[src/rtl/fifo_uart_tx_pkg.sv]
// Shared definitions for the FIFO-to-UART streamer: FSM state encoding,
// frame geometry and the baud counter width helper.
`timescale 1ns/1ps
package fifo_uart_pkg;

   // Transmit FSM states, encoded 0..5 in frame order
   typedef enum logic [2:0] {
      S_IDLE  = 3'd0,
      S_REQ   = 3'd1,
      S_WAIT  = 3'd2,
      S_START = 3'd3,
      S_DATA  = 3'd4,
      S_STOP  = 3'd5
   } state_t;

   // 8N1 frame: start + 8 data + stop
   localparam int FRAME_LEN = 10;
   localparam int DATA_BITS = 8;

   // Width of a counter that must hold 0..div-1 (div >= 2)
   function automatic int baud_cnt_w(input int div);
      return (div <= 2) ? 1 : $clog2(div);
   endfunction

endpackage

[src/rtl/fifo_uart_tx_baud_tick_gen.sv]
// Bit-period timer. Counts 0..BAUD_DIV-1 and flags the last cycle of each
// period (tick) and the cycle before it (tick_pre). Holding clear keeps the
// count at zero so a period starts cleanly on the next state entry.
`timescale 1ns/1ps
module baud_tick_gen
   import fifo_uart_pkg::*;
#(
   parameter int BAUD_DIV = 868
) (
   input  logic Clk,
   input  logic Rst_n,
   input  logic clear,
   output logic tick,
   output logic tick_pre
);

   localparam int CW = baud_cnt_w(BAUD_DIV);
   localparam logic [CW-1:0] LAST_C = CW'(BAUD_DIV - 1);
   localparam logic [CW-1:0] PRE_C  = CW'(BAUD_DIV - 2);

   logic [CW-1:0] cnt_r;

   // Free-running period counter, restarted by clear or at the end of a period
   always_ff @(posedge Clk or negedge Rst_n) begin
      if (!Rst_n) begin
         cnt_r <= '0;
      end else if (clear || (cnt_r == LAST_C)) begin
         cnt_r <= '0;
      end else begin
         cnt_r <= cnt_r + CW'(1);
      end
   end

   // Period markers decoded straight from the counter register
   assign tick     = (cnt_r == LAST_C);
   assign tick_pre = (cnt_r == PRE_C);

endmodule

[src/rtl/fifo_uart_tx.sv]
// Pops bytes from a normal-mode (1-cycle latency) FIFO read port and sends
// each one as an 8N1 UART frame. All outputs are registered.
`timescale 1ns/1ps
module fifo_uart_tx
   import fifo_uart_pkg::*;
#(
   parameter int BAUD_DIV = 868,
   parameter int CNT_W    = 16
) (
   input  logic             Clk,
   input  logic             Rst_n,
   input  logic             En,
   input  logic             fifo_rdempty,
   input  logic [7:0]       fifo_q,
   output logic             fifo_rdreq,
   output logic             uart_tx,
   output logic             busy,
   output logic             tx_done,
   output logic [CNT_W-1:0] sent_cnt
);

   state_t     state_r;
   logic [7:0] shift_r;
   logic [2:0] bit_idx_r;
   logic       clear_s;
   logic       tick_s;
   logic       tick_pre_s;

   baud_tick_gen #(
      .BAUD_DIV (BAUD_DIV)
   ) u_baud (
      .Clk      (Clk),
      .Rst_n    (Rst_n),
      .clear    (clear_s),
      .tick     (tick_s),
      .tick_pre (tick_pre_s)
   );

   // Hold the bit timer at zero in the untimed states so START begins a fresh
   // period; timed states hand over exactly at the period wrap.
   always_comb begin
      clear_s = 1'b0;
      case (state_r)
         S_IDLE, S_REQ, S_WAIT: clear_s = 1'b1;
         default:               clear_s = 1'b0;
      endcase
   end

   // Transmit FSM with all outputs registered alongside the state
   always_ff @(posedge Clk or negedge Rst_n) begin
      if (!Rst_n) begin
         state_r    <= S_IDLE;
         shift_r    <= 8'h00;
         bit_idx_r  <= 3'd0;
         fifo_rdreq <= 1'b0;
         uart_tx    <= 1'b1;
         busy       <= 1'b0;
         tx_done    <= 1'b0;
         sent_cnt   <= '0;
      end else begin
         fifo_rdreq <= 1'b0;
         tx_done    <= 1'b0;
         case (state_r)
            S_IDLE: begin
               uart_tx <= 1'b1;
               busy    <= 1'b0;
               // The empty flag is only looked at here, so no pop ever hits an empty FIFO
               if (En && !fifo_rdempty) begin
                  state_r    <= S_REQ;
                  fifo_rdreq <= 1'b1;
                  busy       <= 1'b1;
               end
            end
            S_REQ: begin
               state_r <= S_WAIT;
            end
            S_WAIT: begin
               // Read data is valid this cycle; committed to the frame regardless of En
               shift_r <= fifo_q;
               uart_tx <= 1'b0;
               state_r <= S_START;
            end
            S_START: begin
               if (tick_s) begin
                  uart_tx   <= shift_r[0];
                  shift_r   <= {1'b0, shift_r[7:1]};
                  bit_idx_r <= 3'd0;
                  state_r   <= S_DATA;
               end
            end
            S_DATA: begin
               if (tick_s) begin
                  if (bit_idx_r == 3'(DATA_BITS - 1)) begin
                     uart_tx   <= 1'b1;
                     bit_idx_r <= 3'd0;
                     state_r   <= S_STOP;
                  end else begin
                     uart_tx   <= shift_r[0];
                     shift_r   <= {1'b0, shift_r[7:1]};
                     bit_idx_r <= bit_idx_r + 3'd1;
                  end
               end
            end
            S_STOP: begin
               // Raise tx_done one cycle early so it lands on the final stop cycle
               if (tick_pre_s) begin
                  tx_done <= 1'b1;
               end
               if (tick_s) begin
                  sent_cnt <= sent_cnt + CNT_W'(1);
                  busy     <= 1'b0;
                  state_r  <= S_IDLE;
               end
            end
            default: begin
               state_r <= S_IDLE;
               uart_tx <= 1'b1;
               busy    <= 1'b0;
            end
         endcase
      end
   end

endmodule

[config.mk]
export PLATFORM = sky130hd
export DESIGN_NAME = fifo_uart_tx
export DESIGN_NICKNAME = d
export VERILOG_FILES = /design/src/rtl/fifo_uart_tx_pkg.sv /design/src/rtl/fifo_uart_tx_baud_tick_gen.sv /design/src/rtl/fifo_uart_tx.sv
export SDC_FILE = /design/constraint.sdc
export NUM_CORES = 1
export LEC_CHECK = 0
export CORE_MARGIN = 2
export CORE_UTILIZATION = 45
export DETAILED_ROUTE_END_ITERATION = 8
export PLACE_DENSITY = 0.8
export SYNTH_ARGS = -nofsm -noshare
export SYNTH_HDL_FRONTEND = slang
export SYNTH_HIERARCHICAL = 1
export SYNTH_SLANG_ARGS = --single-unit
[constraint.sdc]
create_clock -name Clk -period 2.21 [get_ports Clk]
set_clock_uncertainty 0.2 [all_clocks]
set_input_delay 0.3315 -clock Clk [delete_from_list [all_inputs] [get_ports Clk]]
set_output_delay 0.3315 -clock Clk [all_outputs]
set_load 0.02 [all_outputs]
Word level (Yosys, flattened, before mapping)
Index checks and enable logic that the tools add are counted.
- register bits after elaboration: 44
- word-level logic and storage cells: 68
- output and inout port bits: 20
- input bits: 12
- eq/ne operators: 14
- reduce and logical (&&, ||, !) cells: 15
- bitwise logic cells: 2
- multiplexer cells: 25
- add/sub/neg operators: 3
- operators with widths (kind ; count):
    8-bit two-way mux ; 3
    8-bit one-hot mux with 3 select lines ; 1
    3-bit two-way mux ; 7
    10-bit equality test, second input constant ; 2
    3-bit one-hot mux with 6 select lines ; 1
    16-bit by 1-bit adder with 16-bit output, second input constant ; 1
    2-bit != test, second input constant ; 6
    10-bit by 1-bit adder with 10-bit output, second input constant ; 1
    10-bit two-way mux ; 1
    3-bit equality test, second input constant ; 3
    1-bit two-way mux ; 9
    3-bit by 2-bit equality test with 1-bit output, second input constant ; 2
    3-bit one-hot mux with 2 select lines ; 1
    3-bit AND reduction ; 2
    5-bit AND reduction ; 1
    1-bit one-hot mux with 4 select lines ; 1
    2-bit AND reduction ; 2
    4-bit AND reduction ; 1
    4-bit OR reduction ; 1
    3-bit by 1-bit adder with 3-bit output, second input constant ; 1
    3-bit by 1-bit equality test with 1-bit output, second input constant ; 1
    3-bit zero test ; 1
    1-bit one-hot mux with 3 select lines ; 1
    3-bit nonzero test ; 1
    other kinds (7) ; 8

Longest topological paths before layout
- depth after elaboration: 5
- mapped depth: 9
- mapped depth without buffers: 7

By module
Netlist, hierarchy kept.
- by module, submodules not included (module ; area an instance (sq um) ; cells an instance ; seq. area each (sq um) ; times used):
    fifo_uart_tx ; 1727.9 ; 168 ; 852.1 ; 1
    baud_tick_gen ; 521.8 ; 54 ; 250.2 ; 1

Worst setup path after synthesis
OpenSTA, ideal clock, no wires.
- path kind: register to register
- from: register u_baud.cnt_r[2]
- to: register sent_cnt[15]
- path buffers: 1
- data required time: 1.882 ns
- period minus slack after synthesis: 2.141 ns
- setup slack: 0.069 ns
- data arrival time: 1.812 ns
- stages on the path, launching flop included: 9
- setup time: 0.128 ns
- path through: dfrtp_1 nor3_1 nand3_1 nor2_1 buf_4 nand4b_4 nor4_1 nand4_1 xnor2_1
- word-level cells in the longest chain between the ends: 2
- RTL lines (what ; line ; source):
    start: declaration ; fifo_uart_tx_baud_tick_gen.sv:21 ; logic [CW-1:0] cnt_r;
    start signal: assignment ; fifo_uart_tx_baud_tick_gen.sv:30 ; cnt_r <= cnt_r + CW'(1);
    10-bit equality test ; fifo_uart_tx_baud_tick_gen.sv:35 ; assign tick = (cnt_r == LAST_C);
    net tick_s ; fifo_uart_tx.sv:26 ; logic tick_s;
    2-bit AND reduction (no source line) ; n/a ;
    end signal: assignment ; fifo_uart_tx.sv:110 ; sent_cnt <= sent_cnt + CNT_W'(1);
    end: declaration ; fifo_uart_tx.sv:19 ; output logic [CNT_W-1:0] sent_cnt
The timed path passes the listed nets, and every way through them passes these cells.
A chain may end at the register's enable or synchronous reset.

Worst setup path after layout
- from: register u_baud.cnt_r[7]
- to: register sent_cnt[12]
Same word-level chain as after synthesis.

==> results.ini <==
[layout]
multi_input_area_um2 = 1110
regArea_um2 = 1100
final_layout_size_suffix_gt1_frac = 0.163
fillers = 400
fin_cells = 337
insertedDiodeCount = 0
nets = 287
area_delta_synth_final_pct = 28.6
final_core_util = 0.605

[placement]
place_inst = 328
dp_hpwl_mm = 3.21
port_buffers = 31
gp_congestion = 0.794

[logic_synthesis]
synthArstFlopShare = 1.00
syn_inst = 222
synth_top_area_frac = 0.478
synth_edf_count = 0
synth_common_cells = dfrtp_1, nor2_1, nand2_1
synth_top_area_cell = dfrtp_1
synth-seq-cells = 44
synthesis.area_um2 = 2250
yosysMostFrequentCell = dfrtp_1
synth_flop_cell = dfrtp_1
synth.distinct_cells = 44
syn_area_per_cell_um2 = 10.1
synthTopCellsByArea = dfrtp_1, xnor2_1, nor2_1
syn_nets = 240
synth_warnings = 6
yosysSeqAreaShare = 0.490

[routing]
met3RoutedLength_um = 125
drcViolationCount = 0
final_antenna_net_count = 0
wl_met1_mm = 2.05
via_count = 1783
drt_first_pass_iters = 4
met2WireLength_mm = 2.20
vias_per_cell = 5.29
wl_per_cell_um = 13.3
first_iter_violations = 152
finalWirelength_mm = 4.50
highest_layer = met4

[sta]
period_share = 0.971
min_period_ps = 2150
final_max_slew_viol_count = 0
slew_headroom = 0.642
finalSetupViolations = 0
tightest_slew_ps = 538
hold_viol_final = 0
fmax_ghz = 0.466

[clocking]
cts_tree = built
clock_latency_ps = 290
cts.sinks = 44
path_clk_slew_ps = 80
htreeDepth = 2
cts_max_path_buffers = 2
postCtsSetupBuffers = 0
clockRootBuffer = clkbuf_8
numCtsBuffers = 5

[power_and_ir_drop]
p_per_area_nw_per_um2 = 528
irDropWorstVdd_uv = 319
p_leak_uw = 0.00130

[flow_run]
cap_violations = 0

[floorplan]
die_x_um = 74.7
core_area_um2 = 4790
ios = 32
die_h_um = 74.7
die_area_um2 = 5580
rows = 25
initial_core_util = 0.470

[setup_path]
start_kind = register
critPathCaptureType = register
cp_data_required_time_ps = 2230
crit_path_max_fanout = 7
worst-setup-path-type = reg2reg
arrival_ps = 2170

[global_route]
antenna_found_initial = 0
grt_max_degree = 45
grt_pass1_wl_mm = 7.92
grt_pass1_vias = 1806
grt-ovfl-total = 0
grt.total_usage = 0.187

[run_status]
outcome = completed

[worst_hold_path]
hold_class = reg2reg

## worst paths after layout
check,slack [ps],cells past startpoint,end,startpoint
setup / recovery,60,7,sent_cnt[12]$_DFFE_PN0P_,u_baud/cnt_r[7]$_DFF_PN0_
hold / removal,280,1,sent_cnt[15]$_DFFE_PN0P_,sent_cnt[15]$_DFFE_PN0P_
setup reg to reg,60,7,sent_cnt[12]$_DFFE_PN0P_,u_baud/cnt_r[7]$_DFF_PN0_
hold reg to reg,280,1,sent_cnt[15]$_DFFE_PN0P_,sent_cnt[15]$_DFFE_PN0P_
max in group asynchronous,1000,3,uart_tx$_DFFE_PN1P_,Rst_n
min in group asynchronous,430,3,u_baud/cnt_r[5]$_DFF_PN0_,Rst_n
## area by class of cell
class	instances	area share
clock inverter	1	0.0104
multi-input combinational	161	0.384
inverter	9	0.0117
tap	67	0.0290
sequential	44	0.381
clock buffer	7	0.0333
timing repair buffer	48	0.150
## state kept, by name (all words and copies together), names as in the netlist
register / flops
sent_cnt: 16
u_baud/cnt_r: 10
shift_r: 8
bit_idx_r: 3
state_r: 3
busy: 1
fifo_rdreq: 1
tx_done: 1
uart_tx: 1
## layer usage
layer | up-vias | GRT usage
li1 | 869 | -
met1 | 865 | 0.241
met2 | 38 | 0.300
met3 | 11 | 0.0388
met4 | 0 | 0.0933
met5 | - | 0
## where the power goes
part           total, uW  internal (uW)  switching [uW]
Sequential           816            812            3.80
Clock                664            399             266
Combinational       49.5           25.4            24.1
Total               1530           1240             294
## metrics by stage
step | instance area, um^2 | TNS (ps) | hold WS, ps | setup slack [ps] | power (uW)
floorplan | 2250 | 0 | -164 | 69.2 | 843
global placement | 2710 | 0 | 239 | 57.4 | 881
detailed placement | 2710 | -69.6 | 244 | -29.5 | 882
CTS | 2850 | 0 | 289 | 3.48 | 1550
global route | 2890 | -222 | 325 | -55.1 | 1600
finish | 2890 | 0 | 279 | 64.1 | 1530
## layout by cell type (no fill, tap or decap), types with 2 or more instances in the layout
cell type,instances
nor4_4,2
or3_1,2
nand2_1,20
nand2b_1,3
nor3_1,7
o22ai_1,3
nand3_2,2
ha_1,6
dfrtp_1,43
buf_4,16
clkdlybuf4s50_1,30
o21ai_0,10
xnor2_1,10
nand4_1,7
nor2_1,21
a21oi_1,16
nor4_2,2
clkbuf_8,7
inv_1,9
o31ai_1,2
nand3_1,10
xor2_1,8
mux2i_1,7
and3_1,2
## critical path, cell delays in order, from the launching register on
cell and delay [ps]:
dfrtp_1 410, nor3_4 230, nand3_2 150, nor2_4 140, and4b_2 290, nand3_4 140
nor4_2 340, xor2_1 170
## timing repair
item / CTS / global route
endpoints found under the hold margin: 43 / 0
hold buffers: 1 / 0
setup endpoints to repair: 6 / 17
gates resized for setup: 1 / 7
## cells by family after synthesis
kind of cell | synth area share
AOI/OAI and AO/OA | 0.103
xor gates and xnor gates | 0.0701
adders and majority gates | 0.0334
buffers and inverters | 0.0367
DFF | 0.490
muxes | 0.0362
and+or+nand+nor | 0.230
Power figures use the tool's default switching activity.
